$ cat config.mk
export PLATFORM = sky130hd
export DESIGN_NAME = btn_debounce_conditioner_flat
export DESIGN_NICKNAME = d
export VERILOG_FILES = /design/src/rtl/btn_debounce_conditioner_if.sv /design/src/rtl/btn_debounce_conditioner.sv /design/src/flat_wrapper.sv
export SDC_FILE = /design/constraint.sdc
export NUM_CORES = 1
export LEC_CHECK = 0
export BUFFER_PORTS_ARGS = -buffer_cell sky130_fd_sc_hd__clkbuf_2
export CORE_MARGIN = 4
export CORE_UTILIZATION = 40
export DETAILED_ROUTE_END_ITERATION = 8
export MAX_ROUTING_LAYER = met4
export PLACE_DENSITY = 0.58
export SETUP_SLACK_MARGIN = 0.1
export SYNTH_ARGS = -nofsm -noshare
export SYNTH_HDL_FRONTEND = slang
export SYNTH_SLANG_ARGS = --single-unit
export TNS_END_PERCENT = 100
$ cat constraint.sdc
create_clock -name clk -period 12.9 [get_ports clk]
set_clock_uncertainty 0.2 [all_clocks]
set_input_delay 2.58 -clock clk [delete_from_list [all_inputs] [get_ports clk]]
set_output_delay 2.58 -clock clk [all_outputs]
set_load 0.02 [all_outputs]
$ cat src/rtl/btn_debounce_conditioner_if.sv
// Button conditioner bus: raw button inputs in, with clean levels, edge strobes
// and the running press count out.
interface btn_debounce_conditioner_if #(
  parameter int N_BTN = 8
);
  logic [N_BTN-1:0] btn_raw;
  logic [N_BTN-1:0] btn_level;
  logic [N_BTN-1:0] btn_press;
  logic [N_BTN-1:0] btn_release;
  logic             any_press;
  logic [7:0]       press_count;

  modport master (
    output btn_raw,
    input  btn_level, btn_press, btn_release, any_press, press_count
  );

  modport slave (
    input  btn_raw,
    output btn_level, btn_press, btn_release, any_press, press_count
  );
endinterface

$ cat src/rtl/btn_debounce_conditioner.sv
// Per-button 2-flop synchroniser plus debounce FSM; a level change is accepted only
// after DEBOUNCE_CYCLES consecutive stable synced samples. All outputs are registered.
module btn_debounce_conditioner #(
  parameter int N_BTN           = 8,
  parameter int DEBOUNCE_CYCLES = 1000,
  parameter int CNT_W           = 10
) (
  input  logic                        clk,
  input  logic                        rst,
  btn_debounce_conditioner_if.slave   bus
);

  typedef enum logic [1:0] {
    STABLE_LOW,
    CONFIRM_HIGH,
    STABLE_HIGH,
    CONFIRM_LOW
  } db_state_e;

  localparam logic [CNT_W-1:0] CNT_LAST = CNT_W'(DEBOUNCE_CYCLES - 1);

  db_state_e        state [N_BTN];
  logic [CNT_W-1:0] cnt   [N_BTN];

  logic [N_BTN-1:0] sync_p0;
  logic [N_BTN-1:0] sync_p1;
  logic [N_BTN-1:0] rise_acc;
  logic [N_BTN-1:0] fall_acc;
  logic [N_BTN-1:0] level_q;
  logic [N_BTN-1:0] press_q;
  logic [N_BTN-1:0] release_q;
  logic             any_q;
  logic [7:0]       count_q;

  function automatic logic [7:0] popcount(input logic [N_BTN-1:0] v);
    logic [7:0] n;
    n = '0;
    for (int i = 0; i < N_BTN; i++) begin
      n = n + 8'(v[i]);
    end
    return n;
  endfunction

  // Accept decision: the final confirming sample arrives while the count sits at its last value.
  always_comb begin
    rise_acc = '0;
    fall_acc = '0;
    for (int i = 0; i < N_BTN; i++) begin
      rise_acc[i] = (state[i] == CONFIRM_HIGH) && sync_p1[i] && (cnt[i] == CNT_LAST);
      fall_acc[i] = (state[i] == CONFIRM_LOW) && !sync_p1[i] && (cnt[i] == CNT_LAST);
    end
  end

  always_ff @(posedge clk or posedge rst) begin
    if (rst) begin
      sync_p0   <= '0;
      sync_p1   <= '0;
      level_q   <= '0;
      press_q   <= '0;
      release_q <= '0;
      any_q     <= 1'b0;
      count_q   <= '0;
      for (int i = 0; i < N_BTN; i++) begin
        state[i] <= STABLE_LOW;
        cnt[i]   <= '0;
      end
    end else begin
      // p0 -> p1: synchroniser; FSM below only ever looks at sync_p1
      sync_p0   <= bus.btn_raw;
      sync_p1   <= sync_p0;
      level_q   <= (level_q | rise_acc) & ~fall_acc;
      press_q   <= rise_acc;
      release_q <= fall_acc;
      any_q     <= |rise_acc;
      count_q   <= count_q + popcount(rise_acc);
      for (int i = 0; i < N_BTN; i++) begin
        case (state[i])
          STABLE_LOW: begin
            if (sync_p1[i]) begin
              state[i] <= CONFIRM_HIGH;
              cnt[i]   <= CNT_W'(1);
            end else begin
              cnt[i]   <= '0;
            end
          end
          CONFIRM_HIGH: begin
            if (!sync_p1[i]) begin
              state[i] <= STABLE_LOW;
              cnt[i]   <= '0;
            end else if (rise_acc[i]) begin
              state[i] <= STABLE_HIGH;
              cnt[i]   <= '0;
            end else begin
              cnt[i]   <= cnt[i] + CNT_W'(1);
            end
          end
          STABLE_HIGH: begin
            if (!sync_p1[i]) begin
              state[i] <= CONFIRM_LOW;
              cnt[i]   <= CNT_W'(1);
            end else begin
              cnt[i]   <= '0;
            end
          end
          CONFIRM_LOW: begin
            if (sync_p1[i]) begin
              state[i] <= STABLE_HIGH;
              cnt[i]   <= '0;
            end else if (fall_acc[i]) begin
              state[i] <= STABLE_LOW;
              cnt[i]   <= '0;
            end else begin
              cnt[i]   <= cnt[i] + CNT_W'(1);
            end
          end
          default: begin
            state[i] <= STABLE_LOW;
            cnt[i]   <= '0;
          end
        endcase
      end
    end
  end

  assign bus.btn_level   = level_q;
  assign bus.btn_press   = press_q;
  assign bus.btn_release = release_q;
  assign bus.any_press   = any_q;
  assign bus.press_count = count_q;

endmodule

$ cat src/flat_wrapper.sv
// flat-port wrapper written by rule: the top's interface ports become plain ports
module btn_debounce_conditioner_flat 
#(
  parameter int N_BTN           = 8,
  parameter int DEBOUNCE_CYCLES = 1000,
  parameter int CNT_W           = 10
)
  (clk, rst, bus_btn_raw, bus_btn_level, bus_btn_press, bus_btn_release, bus_any_press, bus_press_count);
  btn_debounce_conditioner_if #(.N_BTN(N_BTN)) bus_i ();
  input  logic clk;
  input  logic rst;
  input wire logic [$bits(bus_i.btn_raw)-1:0] bus_btn_raw;
  output wire logic [$bits(bus_i.btn_level)-1:0] bus_btn_level;
  output wire logic [$bits(bus_i.btn_press)-1:0] bus_btn_press;
  output wire logic [$bits(bus_i.btn_release)-1:0] bus_btn_release;
  output wire logic [$bits(bus_i.any_press)-1:0] bus_any_press;
  output wire logic [$bits(bus_i.press_count)-1:0] bus_press_count;
  assign bus_i.btn_raw = bus_btn_raw;
  assign bus_btn_level = bus_i.btn_level;
  assign bus_btn_press = bus_i.btn_press;
  assign bus_btn_release = bus_i.btn_release;
  assign bus_any_press = bus_i.any_press;
  assign bus_press_count = bus_i.press_count;
  btn_debounce_conditioner #(.N_BTN(N_BTN), .DEBOUNCE_CYCLES(DEBOUNCE_CYCLES), .CNT_W(CNT_W)) u_core (.clk(clk), .rst(rst), .bus(bus_i));
endmodule
* After elaboration in Yosys (flattened, before gate mapping)
Index checks and enable logic that the tools add are counted.
Widths: inputs -> output; s select.
** Cells by class
- Add/sub/neg operators :: 16
- Eq/ne operators :: 64
- Mux-type cells :: 112
- Bitwise logic cells :: 3
- Reductions and logical operators :: 57
** Operators with widths (count)
- $mux 10 :: 32
- $pmux 10 s4 :: 8
- $mux 2 :: 48
- $add 10x1->10 const B :: 8
- $eq 10x10->1 const B :: 8
- $pmux 2 s4 :: 8
- $add 8x1->8 :: 6
- $eq 2x2->1 const B :: 16
- $logic_and 1x1->1 :: 32
- $reduce_and 4->1 :: 8
- $ne 3x1->1 const B :: 8
- $ne 3x3->1 const B :: 8
- $eq 2x1->1 const B :: 8
- $logic_not 2->1 :: 8
- $mux 1 :: 16
- $ne 2x1->1 const B :: 8
- $ne 2x2->1 const B :: 8
- $add 8x8->8 :: 1
- $and 8x8->8 :: 1
- $logic_not 1->1 :: 8
- $not 8->8 :: 1
- $or 8x8->8 :: 1
- $reduce_or 8->1 :: 1
- $add 1x1->2 :: 1
** Storage, ports and cells
- Flip-flop bits (word level) :: 145
- Bits of input ports :: 10
- Output and inout bits :: 33
- Logic and storage cells :: 275

* Logic depth before layout (Yosys ltp)
Gate-level depths: netlist (run 1).
- Depth after elaboration :: 11
- Gate-level depth with buffers :: 18
- Mapped depth without buffers :: 18

* Worst setup path after synthesis (run 1)
No wires, ideal clock.
- Path type :: register to register
- From :: register u_core.cnt[60] in the netlist's numbering
- To :: register u_core.count_q[4] (netlist: u_core.bus.press_count[4])
- Library setup time :: 122 ps
- Arrival :: 4195 ps
- Slack :: 8383 ps
- Stages on the path, launching flop included :: 19
- Buffers on the path :: 0
- Period minus slack after synthesis :: 4517 ps
- Cells stage by stage :: dfrtp_1 > ha_1 > nand2_1 > nor4_2 > nand3_1 > or2_1 > ha_1 > inv_1 > fa_1 > fa_1 > inv_1 > fa_1 > ha_1 > inv_1 > fa_1 > nor2_1 > o21ai_0 > nor2b_1 > xnor2_1
** Between the ends
- Cells in the longest elaborated chain, start to end :: 10
** RTL lines
- start: declaration :: RTL line btn_debounce_conditioner.sv:23 : logic [CNT_W-1:0] cnt [N_BTN];
- start signal: indexed assignment :: RTL line btn_debounce_conditioner.sv:94 : cnt[i] <= cnt[i] + CNT_W'(1);
- start signal: indexed assignment :: RTL line btn_debounce_conditioner.sv:113 : cnt[i] <= cnt[i] + CNT_W'(1);
- $eq 10x10->1 :: RTL line btn_debounce_conditioner.sv:49 : rise_acc[i] = (state[i] == CONFIRM_HIGH) && sync_p1[i] && (cnt[i] == CNT_LAST);
- $logic_and 1x1->1 :: RTL line btn_debounce_conditioner.sv:49
- $add 1x1->2 :: RTL line btn_debounce_conditioner.sv:39 : n = n + 8'(v[i]);
- $add 8x1->8 (6 in a row) :: RTL line btn_debounce_conditioner.sv:39
- $add 8x8->8 :: RTL line btn_debounce_conditioner.sv:75 : count_q <= count_q + popcount(rise_acc);
- end signal: assignment :: RTL line btn_debounce_conditioner.sv:75
- end: declaration :: RTL line btn_debounce_conditioner.sv:33 : logic [7:0] count_q;
Every way passes these cells.
A chain may end at the register's enable or synchronous reset.

* Worst setup path after layout (run 1)
- From :: register u_core.cnt[70] in the netlist's numbering
- To :: register u_core.count_q[6] (netlist: u_core.bus.press_count[6])
The elaborated chain is that of the path after synthesis.

==> impl_results.md, run 1 <==
* Worst path bufs/invs at 3
* Slew Limit Headroom at 0.340
* Synth warn at 0
* Peak Freq at between 0.2 and 0.25 GHz
* EDFF count, synth at 0
* Initial Util at 0.405
* Most frequent cells in the layout: dfrtp_1, nor2_1, clkbuf_2
* Clk_lat worst skew at approximately 0.41 ns
* Area Overhead vs Synth at 14.9%
* Total gr overflow at 0
* Worst min-delay path class: reg -> reg
* Most Frequent Cell on Critical Path: fa_1
* GP Congestion at about 0.76
* Synth area leader: dfrtp_1
* Number of I/O pins at 43
* Core Rows at 46
* Chip Width at around 130 µm
* Vias per cell at between 4 and 5
* Yosys reg bits at about 150
* Nets@finish at between 600 and 700
* First-pass GRT wire length at between 15000 and 20000 µm
* Worst-path clk slew at 0.06 ns
* Commonest non-fill, non-tap cell in the layout: dfrtp_1
* Syn Area/Cell at between 10 and 15 µm²
* Die Y at between 100 and 150 µm
* IO buf count at 42
* Slowest cell on the critical path: fa_1
* Setup Buffers After CTS at 0
* Worst-path fanout max at 4
* Top cells by area, synth: dfrtp_1, xnor2_1, nor2_1
* Leak at roughly 3.5 nW
* Yosys cell types at between 50 and 60
* Largest net degree at the start of global routing at just over 80
* All-Layer GR Usage at 0.139
* Final critical-path share of the clock period at 0.377
* Cts bufs inserted at 17
* Post-DP HPWL at a little under 8000 µm
* FFs w/ async S/R, synth at 1.00
* Slew @ Worst Pin at slightly below 1 ns
* Sequential cell area at about 3600 µm²
* Post-synthesis sequential area ratio at 0.565
* Area of the multi-input gates at about 2600 µm²
* Reg2reg end: u_core.bus.press_count[6]$_DFF_PP0_
* WHS Path Cells at 0
* Detail Route Antenna Nets at 0
* R2R setup slack at ~8.0 ns
* Root Buffer: clkbuf_16
* Cell Count, Final, Fillers Out at 863
* Layout cell share with drive strength beyond 1 at 0.125
* Diodes inserted at 0
* Die area at 18100 µm²
* Syn_nets at slightly above 600
* Status: complete, no violations
* DR vias at 4193
* Power Density at ~130 nW/µm²
* Share of the synthesized area in the top cell type at 0.565
* Drt drc at 0
* Mapped cell area at between 6000 and 7000 µm²
* Gates resized, CTS repair at 0
* Crit path DAT at around 5 ns
* Setup TNS at 0 ns
* CTS tree: built
* Number of global-route vias before repair at between 4000 and 5000
* Hold-fix buffers, CTS at 0
* Post-Synthesis Cells at around 600
* WL/cell at 13.0 µm
* Filler Cells Inserted at 1451
* Crit path launch type: flop
* Final Hold Fails at 0
* Clock Path Buffers at 2
* Total core area at about 16000 µm²
* Max Cap Viol at 0
* Hold endpoint: u_core.sync_p1[1]$_DFF_PP0_
* Crit path cell chain: ha_1 -> nand4b_1 -> nor3_1 -> nand3_1 -> or2_1 -> ha_1 -> inv_1 -> fa_1 -> fa_1 -> inv_1 -> fa_1 -> ha_1 -> inv_1 -> fa_1 -> nor2_1 -> o21ai_0 -> a21oi_1 -> xor2_1
* Initial antenna violation count at 0
* Critical Path RT at 13.04 ns
* First-pass DRT Iterations at 6
* DRT iter0 DRCs at approximately 200
* Clock tree sinks at about 150
* CP Class: reg -> reg
* HP Start: u_core.sync_p0[1]$_DFF_PP0_
* CP endpoint kind: flop
* Total wire length at around 11000 µm
* Launching point of the worst reg2reg path: u_core.cnt[70]$_DFF_PP0_
* Fin crit period at around 4.9 ns
* Peak supply drop at 0.000105 V
* H-tree Lvls at 4
* Delay-heaviest family, CP: adder cells
* Final Max Tran Viols at 0
* R2R depth at 18
* RSZ-0062 raised after global routing: false
* Crit-path max cell delay at between 0.5 and 0.6 ns
* Cells after DPL at around 840
* Dominant synthesized flop cell: dfrtp_1
* Finish-stage setup viols at 0
state kept, by name, summed over array words and instances, names as in the netlist, named ones only:
register / flops
u_core.bus.btn_press: 8
u_core.bus.press_count: 8
u_core.bus.btn_level: 8
u_core.bus.btn_release: 8
u_core.bus.any_press: 1
u_core.cnt: 80
u_core.state: 8
u_core.sync_p1: 8
u_core.sync_p0: 8
routing by layer:
layer | GRT usage | wire length [µm]
met2 | 0.211 | 5350
met4 | 0.0385 | 97
met1 | 0.179 | 5410
met5 | - | 0
met3 | 0.0492 | 406
cell families (layout without fill, tap and decap cells):
| group | after synthesis | count (layout) | synth area share |
|---|---|---|---|
| compound gates | 63 | 63 | 0.0581 |
| buf+inv | 39 | 100 | 0.0248 |
| flops | 145 | 145 | 0.565 |
| simple gates | 244 | 244 | 0.202 |
| xor+xnor | 69 | 69 | 0.0942 |
| mux | 1 | 1 | 0.00175 |
| fa+ha+maj | 25 | 25 | 0.0534 |
through the flow:
stage / util / setup slack, ns / area [µm²] / hold slack (ns) / power [W]
2_1_floorplan: - / 6.23 / 6420 / 0.131 / 0.000498
3_3_place_gp: 0.433 / 8.13 / 6860 / 0.133 / 0.000505
3_5_place_dp: 0.433 / 8.03 / 6860 / 0.135 / 0.000507
4_1_cts: 0.466 / 8.01 / 7370 / 0.147 / 0.000950
5_1_grt: 0.466 / 7.69 / 7370 / 0.158 / 0.000975
6_report: 0.466 / 8.04 / 7370 / 0.146 / 0.000935
worst max-delay path by stage:
| stage | start | end | slack, ns | cells past startpoint |
|---|---|---|---|---|
| after CTS | u_core.cnt[70]$_DFF_PP0_ | u_core.bus.press_count[6]$_DFF_PP0_ | 8.01 | 18 |
| after detailed placement | u_core.cnt[70]$_DFF_PP0_ | u_core.bus.press_count[6]$_DFF_PP0_ | 8.03 | 18 |
| after global placement | u_core.cnt[70]$_DFF_PP0_ | u_core.bus.press_count[6]$_DFF_PP0_ | 8.13 | 18 |
| final | u_core.cnt[70]$_DFF_PP0_ | u_core.bus.press_count[6]$_DFF_PP0_ | 8.04 | 18 |
| after global routing | u_core.cnt[70]$_DFF_PP0_ | u_core.bus.press_count[6]$_DFF_PP0_ | 7.69 | 18 |
| after floorplan | rst | async pin | 6.23 | 1 |
synthesized netlist by cell type, types with 2 or more instances:
cell type and number:
xor2_1 32, nand4b_1 6, inv_1 28, nand2_1 29, xnor2_1 37, nor3_1 12, nor2b_1 8, a21oi_1 22
clkbuf_2 4, dfrtp_1 145, fa_1 4, a21o_1 8, a31oi_1 2, and2_4 2, or3_1 7, nand3b_1 7
nor3b_1 4, and3_1 22, nand4_1 9, o22ai_1 6, clkbuf_1 4, or2_1 2, o21ai_0 17, and4_1 3
nor2_1 83, and2_1 5, nand3_1 33, o21ai_1 2, ha_1 21
where the power goes:
group	switching [W]	total (W)	internal (W)
Sequential	0.00000801	0.000471	0.000463
Clock	0.000174	0.000438	0.000263
Combinational	0.0000180	0.0000266	0.00000851
final cells by class:
cell class / count / share of cell area
sequential: 145 / 0.492
multi-input combinational: 402 / 0.357
clock buffer: 20 / 0.0606
tap: 216 / 0.0366
timing repair buffer: 43 / 0.0295
inverter: 29 / 0.0154
clock inverter: 8 / 0.00916
Power figures use the tool's default switching activity.
==> inputs of run 2 (changes only) <==
--- a/config.mk
+++ b/config.mk
@@ -10,7 +10,7 @@
 export CORE_UTILIZATION = 40
 export DETAILED_ROUTE_END_ITERATION = 8
 export MAX_ROUTING_LAYER = met4
-export PLACE_DENSITY = 0.58
+export PLACE_DENSITY = 0.6
 export SETUP_SLACK_MARGIN = 0.1
 export SYNTH_ARGS = -nofsm -noshare
 export SYNTH_HDL_FRONTEND = slang
==> constraint.sdc (replaced) <==
create_clock -name clk -period 4 [get_ports clk]
set_clock_uncertainty 0.2 [all_clocks]
set_input_delay 0.8 -clock clk [delete_from_list [all_inputs] [get_ports clk]]
set_output_delay 0.8 -clock clk [all_outputs]
set_load 0.02 [all_outputs]
==> run 2 against run 1 <==
  * The flow now finishes with violations (setup timing)
  * Via count is 7.2% higher
  * Largest power group unchanged
  * Critical endpoint is now u_core.bus.press_count[2]$_DFF_PP0_
  * Non-clock buffer count up 59
  * Highest routed layer unchanged
  * Largest cell class unchanged
  * Die area unchanged
==> impl_results.md, run 2 (synthesis results as in run 1) <==
* Delay-heaviest family, CP: adder cells
* Post-DP HPWL at around 8400 µm
* Worst-path clk slew at 0.06 ns
* Crit-path max cell delay at ~0.55 ns
* Root Buffer: clkbuf_16
* First-pass DRT Iterations at 5
* Nets@finish at 732
* DR top layer: met4
* Setup TNS at -2.56 ns
* Total core area at about 16000 µm²
* Cell Count, Final, Fillers Out at 926
* Clock Path Buffers at 2
* CTS tree: built
* Final Hold Fails at 0
* HP Start: u_core.sync_p0[5]$_DFF_PP0_
* Final Max Tran Viols at 0
* Met1 wire length at approximately 5300 µm
* RSZ-0062 raised after global routing: true
* Initial antenna violation count at 0
* Peak supply drop at 0.000274 V
* Chip Width at approximately 130 µm
* Slowest cell on the critical path: fa_2
* Met2 WL post-DR at ~6200 µm
* Crit path cell chain: nand4_1 -> nor4_4 -> nand3_1 -> or2_1 -> ha_1 -> inv_1 -> fa_1 -> fa_1 -> inv_1 -> fa_2 -> ha_4 -> inv_2 -> fa_2 -> buf_4 -> buf_4 -> buf_6 -> xnor2_2
* Drt drc at 0
* All-Layer GR Usage at 0.147
* Area of the multi-input gates at between 2000 and 3000 µm²
* Die Y at 135 µm
* R2R setup slack at -0.56 ns
* Status: finished, violations left
* Filler Cells Inserted at between 1000 and 1500
* Clk_lat worst skew at between 0.4 and 0.5 ns
* Final critical-path share of the clock period at 1.14
* IO buf count at 42
* Crit path DAT at approximately 4.7 ns
* Largest register FFs at 80
* Clock tree sinks at roughly 150
* Crit path launch type: flop
* Core Rows at 46
* Most frequent cells in the layout: dfrtp_1, nor2_1, buf_4
* Slew @ Worst Pin at between 0.7 and 0.8 ns
* Total wire length at ~12000 µm
* Violated checks: setup timing
* Diodes inserted at 0
* Cts bufs inserted at 17
* Die area at roughly 18000 µm²
* Fin crit period at between 4 and 5 ns
* Largest net degree at the start of global routing at between 100 and 150
* Area Overhead vs Synth at 24.1%
* Number of I/O pins at 43
* Cells after DPL at 890
* Sequential cell area at between 3000 and 4000 µm²
* Critical Path RT at between 4 and 5 ns
* Worst path bufs/invs at 6
* Total gr overflow at 0
* Worst-path fanout max at 3
* Leak at ~3.8 nW
* Max Cap Viol at 0
* Finish-stage setup viols at 7
* Vias per cell at slightly below 5
* Commonest non-fill, non-tap cell in the layout: dfrtp_1
* Launching point of the worst reg2reg path: u_core.cnt[68]$_DFF_PP0_
* DRT iter0 DRCs at about 280
* Peak Freq at ~0.22 GHz
* Hold endpoint: u_core.sync_p1[5]$_DFF_PP0_
* Number of global-route vias before repair at 4635
* CP Class: reg -> reg
* CP endpoint kind: flop
* WL/cell at approximately 13 µm
* Detail Route Antenna Nets at 0
* Reg2reg end: u_core.bus.press_count[2]$_DFF_PP0_
* Initial Util at 0.405
* DR vias at approximately 4500
* R2R depth at 17
* First-pass GRT wire length at ~21000 µm
* GP Congestion at between 0.7 and 0.8
* WHS Path Cells at 0
* Worst setup margin at -0.556 ns
* Slew Limit Headroom at 0.504
* Power Density at a little under 400 nW/µm²
* Hold-fix buffers, CTS at 0
* H-tree Lvls at 4
* DR WL met3 at 410 µm
* Biggest register: u_core.cnt
* Worst min-delay path class: reg -> reg
* Layout cell share with drive strength beyond 1 at 0.224
## run 2: per-layer routing
layer,track usage,up-vias
met2,0.238,45
met5,-,-
li1,-,2214
met3,0.0354,20
met4,0.0639,0
met1,0.176,2215
## run 2: area by class of cell
type	instances	area share
Clock buffer	18	0.0539
Clock inverter	14	0.0178
Inverter	29	0.0141
Multi-Input combinational cell	402	0.340
Tap cell	216	0.0339
Timing Repair Buffer	102	0.0850
Sequential cell	145	0.456
## run 2: worst max path at each step
stage	start	end	slack (ns)	cells after the start
after floorplan	u_core.cnt[65]$_DFF_PP0_	u_core.bus.press_count[6]$_DFF_PP0_	-0.35	17
after global placement	u_core.cnt[68]$_DFF_PP0_	u_core.bus.press_count[6]$_DFF_PP0_	-0.43	17
after detailed placement	u_core.cnt[66]$_DFF_PP0_	u_core.bus.press_count[6]$_DFF_PP0_	-0.54	17
after CTS	u_core.cnt[68]$_DFF_PP0_	u_core.bus.press_count[6]$_DFF_PP0_	-0.54	17
after global routing	u_core.cnt[67]$_DFF_PP0_	u_core.bus.press_count[6]$_DFF_PP0_	-0.69	17
final	u_core.cnt[68]$_DFF_PP0_	u_core.bus.press_count[2]$_DFF_PP0_	-0.56	17
## run 2: where the power goes
group | internal [W] | total [W] | leakage [nW] | switching (W)
registers | 0.00149 | 0.00151 | 1.95 | 0.0000218
clock network | 0.000913 | 0.00151 | 0.272 | 0.000602
logic | 0.0000397 | 0.000105 | 1.59 | 0.0000654
## run 2: through the flow
stage          utilization  power (W)  worst slack (ns)  hold WS, ns  cell area (µm²)
5_1_grt              0.503    0.00327            -0.693        0.157             7960
4_1_cts              0.500    0.00318            -0.544        0.151             7910
6_report             0.503    0.00313            -0.556        0.149             7960
3_5_place_dp         0.462    0.00165            -0.545        0.136             7310
2_1_floorplan            -    0.00161            -0.352        0.131             6440
3_3_place_gp         0.462    0.00164            -0.432        0.131             7310
## run 2: timing repair
item,CTS,global route
setup buffers,2,2
gates resized for setup,3,10
setup endpoints to repair,7,7
pin swaps,2,3
## run 2: worst register-to-register path, cell delays in order, from the launching register on
cell and delay [ns]:
dfrtp_1 0.35, nand4_1 0.20, nor4_4 0.32, nand3_1 0.13
or2_1 0.28, ha_1 0.29, inv_1 0.06, fa_1 0.43
fa_1 0.52, inv_1 0.05, fa_2 0.55, ha_4 0.14
inv_2 0.04, fa_2 0.38, buf_4 0.15, buf_4 0.12
buf_6 0.11, xnor2_2 0.12
==> inputs of run 3 (changes only) <==
--- a/config.mk
+++ b/config.mk
@@ -7,10 +7,10 @@
 export LEC_CHECK = 0
 export BUFFER_PORTS_ARGS = -buffer_cell sky130_fd_sc_hd__clkbuf_2
 export CORE_MARGIN = 4
-export CORE_UTILIZATION = 40
+export CORE_UTILIZATION = 54
 export DETAILED_ROUTE_END_ITERATION = 8
 export MAX_ROUTING_LAYER = met4
-export PLACE_DENSITY = 0.6
+export PLACE_DENSITY = 0.76
 export SETUP_SLACK_MARGIN = 0.1
 export SYNTH_ARGS = -nofsm -noshare
 export SYNTH_HDL_FRONTEND = slang
==> run 3 against run 2 <==
  * The flow still finishes with violations (setup timing)
  * Sequential share of layout area is 0.44 points lower
  * Flip-flop and latch count unchanged
  * Critical endpoint is now u_core.bus.press_count[4]$_DFF_PP0_
  * Sequential power is essentially flat
  * Routed wire length increased by 4.8%
  * Worst setup slack improved by 0.058 ns
  * Hold slack got worse by 0.0029 ns
  * Highest routed layer unchanged
  * First-iteration DRC count down 2.5%
  * Global-route usage up 5.8 points
  * Register-to-register slack gained 0.06 ns
  * Clock power is 12% higher
==> impl_results.md, run 3 (synthesis results as in run 1) <==
* RSZ-0062 raised after global routing: true
* Final Hold Fails at 0
* Cells after DPL at roughly 820
* Die area at 13700 µm²
* CP Class: reg -> reg
* WL/cell at roughly 15 µm
* DRT iter0 DRCs at 271
* Detail Route Antenna Nets at 0
* Most frequent cells in the layout: dfrtp_1, nor2_1, buf_4
* Slew @ Worst Pin at ~0.76 ns
* Number of I/O pins at 43
* Worst min-delay path class: reg -> reg
* Clock share of power at 0.510
* Worst-path fanout max at 2
* Violated checks: setup timing
* Total core area at approximately 12000 µm²
* P_sw at slightly below 0.0007 W
* First-pass DRT Iterations at 4
* Clock tree sinks at around 150
* R2R depth at 17
* Leak at 3.90 nW
* Total wire length at around 13000 µm
* Total gr overflow at 0
* Largest register FFs at 80
* Vias per cell at 5.37
* Crit-path max cell delay at between 0.5 and 0.6 ns
* CTS tree: built
* Status: finished, violations left
* Register share of total power at 0.457
* Cts bufs inserted at 17
* Number of global-route vias before repair at between 4000 and 5000
* Power Density at around 400 nW/µm²
* Slowest cell on the critical path: fa_2
* Max Cap Viol at 0
* P_int at ~0.0026 W
* H-tree Lvls at 4
* Drt drc at 0
* Gate power share at 0.033
* Worst-path clk slew at 0.06 ns
* Crit path cell chain: nand4_1 -> nor4_4 -> nand3_2 -> or2_4 -> ha_4 -> inv_2 -> fa_1 -> fa_1 -> inv_1 -> fa_2 -> ha_4 -> inv_2 -> fa_2 -> nor2_4 -> o21ai_2 -> nor2b_2 -> xnor2_1
* Finish-stage setup viols at 7
* Peak supply drop at roughly 0.00027 V
* Area Overhead vs Synth at 25.3%
* Layout cell share with drive strength beyond 1 at 0.244
* Slew Limit Headroom at 0.493
* GP Congestion at 0.798
* CP endpoint kind: flop
* Biggest register: u_core.cnt
* Post-DP HPWL at between 8000 and 9000 µm
* Diodes inserted at 0
* All-Layer GR Usage at 0.205
* Cell Count, Final, Fillers Out at 860
* Largest net degree at the start of global routing at ~150
* Clk_lat worst skew at roughly 0.42 ns
* Commonest non-fill, non-tap cell in the layout: dfrtp_1
* Peak Freq at about 0.22 GHz
* Final critical-path share of the clock period at 1.12
* Filler Cells Inserted at ~810
* Switching fraction of total power at 0.204
* Final Max Tran Viols at 0
* Die Y at between 100 and 150 µm
* IO buf count at 42
* Fin crit period at 4.50 ns
* Nets@finish at ~740
* First-pass GRT wire length at ~21000 µm
* Area of the multi-input gates at 2750 µm²
* Chip Width at between 100 and 150 µm
* Root Buffer: clkbuf_16
* Clock Path Buffers at 2
* Hold Slack at around 0.15 ns
* Crit path launch type: flop
* Sequential cell area at 3630 µm²
* Worst setup margin at -0.497 ns
* Crit path DAT at around 4.6 ns
* Initial Util at 0.557
* WHS Path Cells at 0
* Core Rows at 39
* R2R setup slack at -0.50 ns
* DR vias at between 4000 and 5000
* Initial antenna violation count at 0
* Critical Path RT at around 4 ns
-- run 3: final timing paths --
| check | start | endpoint |
|---|---|---|
| max in group asynchronous | rst | u_core.cnt[67]$_DFF_PP0_ |
| worst max-delay path | u_core.cnt[66]$_DFF_PP0_ | u_core.bus.press_count[4]$_DFF_PP0_ |
| worst max register to register | u_core.cnt[66]$_DFF_PP0_ | u_core.bus.press_count[4]$_DFF_PP0_ |
| min in group asynchronous | rst | u_core.sync_p0[6]$_DFF_PP0_ |
| worst min-delay path | u_core.sync_p0[5]$_DFF_PP0_ | u_core.sync_p1[5]$_DFF_PP0_ |
| worst min register to register | u_core.sync_p0[5]$_DFF_PP0_ | u_core.sync_p1[5]$_DFF_PP0_ |
-- run 3: through the flow --
step | utilization | cell area (µm²) | total power [W] | worst slack (ns) | setup TNS [ns]
CTS | 0.683 | 7870 | 0.00334 | -0.560 | -2.73
global placement | 0.626 | 7210 | 0.00164 | -0.405 | -1.68
finish | 0.698 | 8040 | 0.00332 | -0.497 | -2.53
floorplan | - | 6440 | 0.00161 | -0.352 | -1.19
global route | 0.698 | 8040 | 0.00343 | -0.705 | -3.61
detailed placement | 0.626 | 7210 | 0.00165 | -0.509 | -2.20
-- run 3: what timing repair did --
item	CTS	global route
gates resized for setup	1	21
buffers inserted	2	10
pin swaps	6	11
setup endpoints to repair	7	8
hold endpoints to repair	0	0
hold buffers	0	0
-- run 3: critical path: cells and delay by family, from the launching register on --
kind / cells / cell delay [ns]
flip-flops: 1 / 0.38
AO/OA/AOI/OAI: 1 / 0.07
adder cells (fa/ha/maj): 6 / 2.30
buffers and inverters: 3 / 0.12
XOR/XNOR: 1 / 0.12
AND/OR/NAND/NOR: 6 / 1.19
-- run 3: layout make-up --
| class | count | area share |
|---|---|---|
| inverter | 29 | 0.0140 |
| clock buffer | 22 | 0.0602 |
| sequential | 145 | 0.451 |
| tap | 143 | 0.0223 |
| clock inverter | 10 | 0.0193 |
| timing repair buffer | 109 | 0.0907 |
| multi-input combinational | 402 | 0.342 |
-- run 3: power by group through the flow --
stage | combinational (W) | clock, W | sequential, W
2_1_floorplan | 0.0000728 | 0 | 0.00153
3_3_place_gp | 0.000104 | 0 | 0.00154
3_5_place_dp | 0.000108 | 0 | 0.00154
4_1_cts | 0.000109 | 0.00172 | 0.00151
5_1_grt | 0.000127 | 0.00179 | 0.00152
6_report | 0.000109 | 0.00169 | 0.00151
-- run 3: layer usage --
metal  vias to the layer above  routed length, µm  part of all wire  GRT usage
met2                        78               6550              0.52      0.331
met4                         0                333             0.026     0.0971
met5                         -                  0                 0          -
met3                        33                440             0.035     0.0530
li1                       2226                  -                 -          -
met1                      2279               5380              0.42      0.241
